--- config.mk ---
export PLATFORM = sky130hd
export DESIGN_NAME = lcd_bus_driver_flat
export DESIGN_NICKNAME = d
export VERILOG_FILES = /design/src/rtl/lcd_pkg.sv /design/src/rtl/lcd_bus_driver_if.sv /design/src/rtl/lcd_init_rom.sv /design/src/rtl/lcd_bus_driver.sv /design/src/flat_wrapper.sv
export SDC_FILE = /design/constraint.sdc
export NUM_CORES = 1
export LEC_CHECK = 0
export BUFFER_PORTS_ARGS = -buffer_cell sky130_fd_sc_hd__buf_2
export CAP_MARGIN = 20
export CORE_UTILIZATION = 55
export CTS_CLUSTER_DIAMETER = 60
export DETAILED_ROUTE_END_ITERATION = 16
export PLACE_DENSITY = 0.76
export SLEW_MARGIN = 20
export SYNTH_ARGS = -nofsm -noshare
export SYNTH_HDL_FRONTEND = slang
export SYNTH_SLANG_ARGS = --single-unit
export TNS_END_PERCENT = 30
--- constraint.sdc ---
create_clock -name clk -period 2.5 [get_ports clk]
set_input_delay 0.125 -clock clk [delete_from_list [all_inputs] [get_ports clk]]
set_output_delay 0.125 -clock clk [all_outputs]
set_load 0.01 [all_outputs]
--- src/rtl/lcd_pkg.sv ---
// Shared types and constants for the HD44780 write-only bus driver.
// Holds the FSM state encoding, RS encodings, long-latency opcodes and the init sequence.
package lcd_pkg;

  typedef enum logic [2:0] {
    ST_POWERUP,
    ST_INIT_LOAD,
    ST_IDLE,
    ST_SETUP,
    ST_E_HIGH,
    ST_HOLD,
    ST_WAIT
  } lcd_state_t;

  localparam logic RS_ADDR = 1'b0;
  localparam logic RS_DATA = 1'b1;

  localparam logic [7:0] CMD_CLEAR = 8'h01;
  localparam logic [7:0] CMD_HOME  = 8'h02;

  // 8-bit bus, 2 lines, 5x8 font; display on; clear; increment without shift
  localparam logic [7:0] INIT_FUNC_SET = 8'h38;
  localparam logic [7:0] INIT_DISP_ON  = 8'h0C;
  localparam logic [7:0] INIT_CLEAR    = 8'h01;
  localparam logic [7:0] INIT_ENTRY    = 8'h06;

  function automatic logic is_long_cmd(input logic rs, input logic [7:0] b);
    return (rs == RS_ADDR) && ((b == CMD_CLEAR) || (b == CMD_HOME));
  endfunction

endpackage

--- src/rtl/lcd_bus_driver_if.sv ---
// Upstream byte handshake into the LCD driver: strobe, RS select, byte, and lock back-pressure.
interface lcd_bus_driver_if;
  logic       write;
  logic       addrOrData;
  logic [7:0] lcdBus;
  logic       busLock;

  modport master (output write, output addrOrData, output lcdBus, input busLock);
  modport slave  (input write, input addrOrData, input lcdBus, output busLock);
endinterface

--- src/rtl/lcd_init_rom.sv ---
// Combinational table of the four power-on init commands; last flags the final entry.
module lcd_init_rom
  import lcd_pkg::*;
(
  input  logic [1:0] idx,
  output logic [7:0] cmd,
  output logic       last
);

  always_comb begin
    cmd  = INIT_FUNC_SET;
    last = 1'b0;
    case (idx)
      2'd0: cmd = INIT_FUNC_SET;
      2'd1: cmd = INIT_DISP_ON;
      2'd2: cmd = INIT_CLEAR;
      2'd3: begin
        cmd  = INIT_ENTRY;
        last = 1'b1;
      end
      default: cmd = INIT_FUNC_SET;
    endcase
  end

endmodule

--- src/rtl/lcd_bus_driver.sv ---
// HD44780 write-only driver: power-up delay, fixed init sequence, then one byte per upstream write.
// A single down-counter times every state; loading N keeps the FSM in that state for N cycles.
module lcd_bus_driver
  import lcd_pkg::*;
#(
  parameter int POWERUP_CYC    = 2000000,
  parameter int SETUP_CYC      = 4,
  parameter int E_HIGH_CYC     = 12,
  parameter int HOLD_CYC       = 2,
  parameter int CMD_WAIT_CYC   = 2500,
  parameter int CLEAR_WAIT_CYC = 82000
)(
  input  logic             clk,
  input  logic             rst,
  lcd_bus_driver_if.slave  bus,
  output logic             lcd_rs,
  output logic             lcd_rw,
  output logic             lcd_e,
  output logic [7:0]       lcd_data
);

  localparam int MAX_A   = (POWERUP_CYC > CLEAR_WAIT_CYC) ? POWERUP_CYC : CLEAR_WAIT_CYC;
  localparam int MAX_B   = (CMD_WAIT_CYC > E_HIGH_CYC) ? CMD_WAIT_CYC : E_HIGH_CYC;
  localparam int MAX_C   = (SETUP_CYC > HOLD_CYC) ? SETUP_CYC : HOLD_CYC;
  localparam int MAX_AB  = (MAX_A > MAX_B) ? MAX_A : MAX_B;
  localparam int MAX_CYC = (MAX_AB > MAX_C) ? MAX_AB : MAX_C;
  localparam int CNT_W   = $clog2(MAX_CYC) + 1;

  typedef logic [CNT_W-1:0] cnt_t;

  localparam cnt_t LD_POWERUP = cnt_t'(POWERUP_CYC);
  localparam cnt_t LD_SETUP   = cnt_t'(SETUP_CYC);
  localparam cnt_t LD_E_HIGH  = cnt_t'(E_HIGH_CYC);
  localparam cnt_t LD_HOLD    = cnt_t'(HOLD_CYC);
  localparam cnt_t LD_CMD     = cnt_t'(CMD_WAIT_CYC);
  localparam cnt_t LD_CLEAR   = cnt_t'(CLEAR_WAIT_CYC);

  lcd_state_t state_reg, state_next;
  cnt_t       cnt_reg, cnt_next;
  logic [1:0] idx_reg, idx_next;
  logic       init_reg, init_next;
  logic       last_reg, last_next;
  logic       rs_reg, rs_next;
  logic [7:0] data_reg, data_next;

  logic [7:0] rom_cmd;
  logic       rom_last;
  logic       cnt_done;
  cnt_t       cnt_dec;

  lcd_init_rom u_init_rom (
    .idx  (idx_reg),
    .cmd  (rom_cmd),
    .last (rom_last)
  );

  assign cnt_done = (cnt_reg == cnt_t'(1));
  assign cnt_dec  = cnt_reg - cnt_t'(1);

  always_ff @(posedge clk) begin
    if (rst) begin
      state_reg <= ST_POWERUP;
      cnt_reg   <= LD_POWERUP;
      idx_reg   <= 2'd0;
      init_reg  <= 1'b1;
      last_reg  <= 1'b0;
      rs_reg    <= RS_ADDR;
      data_reg  <= 8'h00;
    end else begin
      state_reg <= state_next;
      cnt_reg   <= cnt_next;
      idx_reg   <= idx_next;
      init_reg  <= init_next;
      last_reg  <= last_next;
      rs_reg    <= rs_next;
      data_reg  <= data_next;
    end
  end

  // RS/data are only ever loaded on the transition into SETUP, so they are frozen across E.
  always_comb begin
    state_next = state_reg;
    cnt_next   = cnt_reg;
    idx_next   = idx_reg;
    init_next  = init_reg;
    last_next  = last_reg;
    rs_next    = rs_reg;
    data_next  = data_reg;
    case (state_reg)
      ST_POWERUP: begin
        if (cnt_done) state_next = ST_INIT_LOAD;
        else          cnt_next   = cnt_dec;
      end
      ST_INIT_LOAD: begin
        rs_next    = RS_ADDR;
        data_next  = rom_cmd;
        last_next  = rom_last;
        idx_next   = idx_reg + 2'd1;
        state_next = ST_SETUP;
        cnt_next   = LD_SETUP;
      end
      ST_IDLE: begin
        if (bus.write) begin
          rs_next    = bus.addrOrData;
          data_next  = bus.lcdBus;
          state_next = ST_SETUP;
          cnt_next   = LD_SETUP;
        end
      end
      ST_SETUP: begin
        if (cnt_done) begin
          state_next = ST_E_HIGH;
          cnt_next   = LD_E_HIGH;
        end else cnt_next = cnt_dec;
      end
      ST_E_HIGH: begin
        if (cnt_done) begin
          state_next = ST_HOLD;
          cnt_next   = LD_HOLD;
        end else cnt_next = cnt_dec;
      end
      ST_HOLD: begin
        if (cnt_done) begin
          state_next = ST_WAIT;
          cnt_next   = is_long_cmd(rs_reg, data_reg) ? LD_CLEAR : LD_CMD;
        end else cnt_next = cnt_dec;
      end
      ST_WAIT: begin
        if (cnt_done) begin
          if (init_reg && !last_reg) begin
            state_next = ST_INIT_LOAD;
          end else begin
            init_next  = 1'b0;
            state_next = ST_IDLE;
          end
        end else cnt_next = cnt_dec;
      end
      default: begin
        state_next = ST_POWERUP;
        cnt_next   = LD_POWERUP;
      end
    endcase
  end

  assign lcd_e       = (state_reg == ST_E_HIGH);
  assign lcd_rw      = 1'b0;
  assign lcd_rs      = rs_reg;
  assign lcd_data    = data_reg;
  assign bus.busLock = (state_reg != ST_IDLE);

endmodule

--- src/flat_wrapper.sv ---
// flat-port wrapper written by rule: the top's interface ports become plain ports
module lcd_bus_driver_flat import lcd_pkg::*;
#(
  parameter int POWERUP_CYC    = 2000000,
  parameter int SETUP_CYC      = 4,
  parameter int E_HIGH_CYC     = 12,
  parameter int HOLD_CYC       = 2,
  parameter int CMD_WAIT_CYC   = 2500,
  parameter int CLEAR_WAIT_CYC = 82000
)
  (clk, rst, lcd_rs, lcd_rw, lcd_e, lcd_data, bus_write, bus_addrOrData, bus_lcdBus, bus_busLock);
  lcd_bus_driver_if bus_i ();
  input  logic clk;
  input  logic rst;
  output logic lcd_rs;
  output logic lcd_rw;
  output logic lcd_e;
  output logic [7:0] lcd_data;
  input wire logic [$bits(bus_i.write)-1:0] bus_write;
  input wire logic [$bits(bus_i.addrOrData)-1:0] bus_addrOrData;
  input wire logic [$bits(bus_i.lcdBus)-1:0] bus_lcdBus;
  output wire logic [$bits(bus_i.busLock)-1:0] bus_busLock;
  assign bus_i.write = bus_write;
  assign bus_i.addrOrData = bus_addrOrData;
  assign bus_i.lcdBus = bus_lcdBus;
  assign bus_busLock = bus_i.busLock;
  lcd_bus_driver #(.POWERUP_CYC(POWERUP_CYC), .SETUP_CYC(SETUP_CYC), .E_HIGH_CYC(E_HIGH_CYC), .HOLD_CYC(HOLD_CYC), .CMD_WAIT_CYC(CMD_WAIT_CYC), .CLEAR_WAIT_CYC(CLEAR_WAIT_CYC)) u_core (.clk(clk), .rst(rst), .bus(bus_i), .lcd_rs(lcd_rs), .lcd_rw(lcd_rw), .lcd_e(lcd_e), .lcd_data(lcd_data));
endmodule
# Word-level counts from Yosys, hierarchy flattened
# Index checks and enable logic that the tools add are counted.
# W data, S select, Z words.
# op_classes
add_sub_neg	2
n_eq_ne	20
muxes	21
n_bitwise	2
reduce_logical	12
# ops
op	n
$pmux W22 S6	1
$mux W22	5
$pmux W8 S4	1
$eq A22 B1 Y1 const B	1
$sub A22 B1 Y22 const B	1
$pmux W3 S7	1
$mux W3	6
$mux W17	1
$pmux W8 S2	1
$ne A2 B1 Y1 const B	5
$eq A3 B3 Y1 const B	3
$eq A8 B1 Y1 const B	1
$eq A8 B2 Y1 const B	1
$mux W8	1
$eq A3 B2 Y1 const B	2
$reduce_and A6 Y1	1
$eq A2 B2 Y1 const B	2
$ne A2 B2 Y1 const B	2
$reduce_and A2 Y1	2
$eq A3 B1 Y1 const B	1
$logic_not A3 Y1	1
$ne A3 B2 Y1 const B	1
$reduce_and A3 Y1	1
$add A2 B1 Y2 const B	1
11 further kinds	14
# word_totals
regBits	38
input_bits	12
output_inout_bits	12
wordCells	64

# Longest topological paths before layout
# depth
ltp_word	6
depth_mapped	10
depth_no_buf	8

# Modules after synthesis
# From an unflattened synthesis, not the netlist that was laid out.
# unflattened
cells_unflattened	333
area_unflattened_um2	2518.7
# by_module_without_submodules
module	instances	cells_each	area_each_um2	seq_area_each_um2
lcd_bus_driver	1	323	2461.1	760.7
lcd_init_rom	1	10	57.6	0.0

# Worst setup path before layout
# OpenSTA, ideal clock, no wires.
# synth_path
kind	reg2reg
from	reg u_core.cnt_reg[8]
to	reg u_core.cnt_reg[19]
setup_ps	130
arrival_time_ps	1932
required_ps	2370
slack_ps	438
stages_incl_launch_ff	9
path_buffers	2
period_less_slack_ps	2062
cell_sequence	dfxtp_1 -> buf_6 -> nor4_4 -> nand2b_2 -> or3_1 -> buf_2 -> or4_1 -> nand4_1 -> o311ai_1
# synth_via
elab_chain_cells	3
elab_cells_between_ends	9
cone_classes	1 x add/sub; 2 x eq/ne; 5 x mux; 1 x reduce/logical
# synth_rtl
element	line_no	rtl
from (decl)	lcd_bus_driver.sv:39	cnt_t cnt_reg, cnt_next;
from (signal assigned)	lcd_bus_driver.sv:71	cnt_reg <= cnt_next;
$sub A22 B1 Y22 or $eq A22 B1 Y1 (tied branches)	lcd_bus_driver.sv:58, lcd_bus_driver.sv:57	
$mux W22 (tied with other cells)	lcd_bus_driver.sv:91, lcd_bus_driver.sv:129	
$pmux W22 S6 or $reduce_and A2 Y1 (tied branches)	--	
# Several ways; a longest one is shown, not always the timed one. The select of a mux whose other input is x is not followed.
# A chain may end at the register's enable or synchronous reset.

# Worst setup path in the final report
# layout_path
from	reg u_core.cnt_reg[13]
to	reg u_core.cnt_reg[17]
# The elaborated chain is that of the path after synthesis.

==> reports/qor.yml <==
crit_path_start_kind: "register"
status: "finished clean"
clk_latency_ps: 300
path_clk_slew_ps: 80
grt_pass1_vias: 2632
port_buffers: 22
holdCritPathClass: "in -> reg"
ys_seq_elements: 38
async_flop_share: 0
ctsResizeCount: 0
max-vdd-ir-drop_v: 0.000334
synth_area_per_cell_um2: 7.51
synthTopCellsByArea: "dfxtp_1 29%, a21oi_1 6.7%, nor2_1 5.9%"
period_needed_ps: 2340
drt_first_pass_iters: 5
largest_reg_flops: 22
yosysUniqueCellTypes: 66
setup_slack_ps: 164
die_x_um: 70.8
fin_nets: 386
synth_edf_count: 0
grt_util_all_layers: 0.310
die_area_um2: 5020
start_util: 0.586
whs_path_depth: 3
fp-row-count: 24
syn_area_um2: 2610
crit_path_end_kind: "register"
drc_errors: 0
antenna_found_initial: 0
synth_most_common_cell: "nor2_1"
post-cts-setup-buffers: 0
grt_start_max_net_pins: 38
via_per_inst: 6.62
yosys_warnings: 0
r2r_setup_slack_ps: 160
ys_seq_area_frac: 0.292
core_area_um2: 4440
post_route_cells_drive_above_1_share: 0.173
syn_inst: 347
wire_per_inst_um: 17.1
synth-main-ff-cell: "dfxtp_1"
routabilityCongestion: 0.949
drtIter0Drc: 240
root_buffer: "clkbuf_8"
io_pins: 24
vias: 2788
syn_nets: 365
fin_setup_tns_ps: 0
final-setup-viol-count: 0
h-tree-depth: 2
yosys.area.top_type_share: 0.292
cts_tree: "done"
skew_ps: 9.37
synth_top_area_cell: "dfxtp_1"
synth_common_cells: "41 x nor2_1, 38 x dfxtp_1, 35 x a21oi_1"
fmax_ghz: 0.428
antenna_cells: 0
finalCritPeriodShare: 0.935
numCtsBuffers: 5
ctsLongestPathBuffers: 2
rsz0062_at_grt: "false"
grt_pass1_wl_mm: 12.3
cp_max_fo: 7
r2r_cells: 6
drv_slew: 0
pre_cts_ws_ps: 230
crit_arrival_ps: 2520
relSlewSlack: 0.525
ant_nets: 0
power_density_nw_per_um2: 527
cap_viol_max_count: 0
power.leakage_nw: 1.03
tightest_slew_ps: 713
stdcell_count: 421
area_growth_pct: 9.03
dp_cells: 413
finalHoldViolCount: 0
drt_wl_total_mm: 7.18
hold_buffers: 0
worstSetupPathType: "reg -> reg"
clock_sinks: 38
cp.required_ps: 2680
dp_hpwl_mm: 5.16
post-route-util: 0.639
die_h_um: 70.8
overflow: 0
==> routing by layer <==
layer / part of all wire / GRT usage
met1: 0.43 / 0.397
met2: 0.46 / 0.496
met3: 0.088 / 0.0684
met4: 0.028 / 0.147
met5: 0 / 0
==> final cells by class <==
cell class                      instances  area, um^2
Multi-Input combinational cell        272        1630
Fill cell                             417        1600
Sequential cell                        38         761
Timing Repair Buffer                   41         253
Clock buffer                            7        86.3
Tap cell                               52        65.1
Inverter                               10        37.5
Clock inverter                          1        5.00
==> worst max-delay path, stage by stage (launching register included) <==
cell      delay (ps)
dfxtp_1          370
nor4_1           480
nand4_2          320
a211oi_1         390
nand2b_1         210
o21ai_0          110
a221o_1          330
==> per-stage QoR <==
step | power (mW) | hold slack [ps] | instance area (um^2)
after floorplan | 0.961 | 277 | 2610
after global placement | 1.03 | 388 | 2750
after detailed placement | 1.04 | 391 | 2750
after CTS | 1.49 | 72.0 | 2840
after global routing | 1.57 | 81.8 | 2840
final | 1.50 | 74.0 | 2840
==> cell usage in the layout (no fill, tap or decap), types with 7 or more instances in the layout <==
cell	count
nor2_1	41
dfxtp_1	38
a21oi_1	35
nand2_1	27
o21ai_0	23
nor3_1	22
buf_2	22
buf_4	19
inv_1	10
nand3_1	7
==> report_power, final <==
group / internal (mW) / switching (mW) / leakage [nW] / total [mW]
Sequential: 0.651 / 0.0601 / 0.308 / 0.711
Combinational: 0.145 / 0.183 / 0.678 / 0.327
Clock: 0.223 / 0.236 / 0.0482 / 0.459
Total: 1.02 / 0.479 / 1.03 / 1.50
==> cells by family after synthesis <==
family,after synthesis,synth area share
compound gates,110,0.270
xor+xnor,8,0.0269
fa+ha+maj,6,0.0288
buf+inv,37,0.0811
flops,38,0.292
mux,1,0.00384
other cells,1,0.00144
simple gates,146,0.296
==> final timing paths <==
path,startpoint,endpoint
setup / recovery,u_core.cnt_reg[13],u_core.cnt_reg[17]
hold / removal,bus_lcdBus[6],u_core.lcd_data[6]
setup reg to reg,u_core.cnt_reg[13],u_core.cnt_reg[17]
hold reg to reg,u_core.lcd_data[7],u_core.lcd_data[7]
Note: power is estimated with default switching activity, not from simulation.
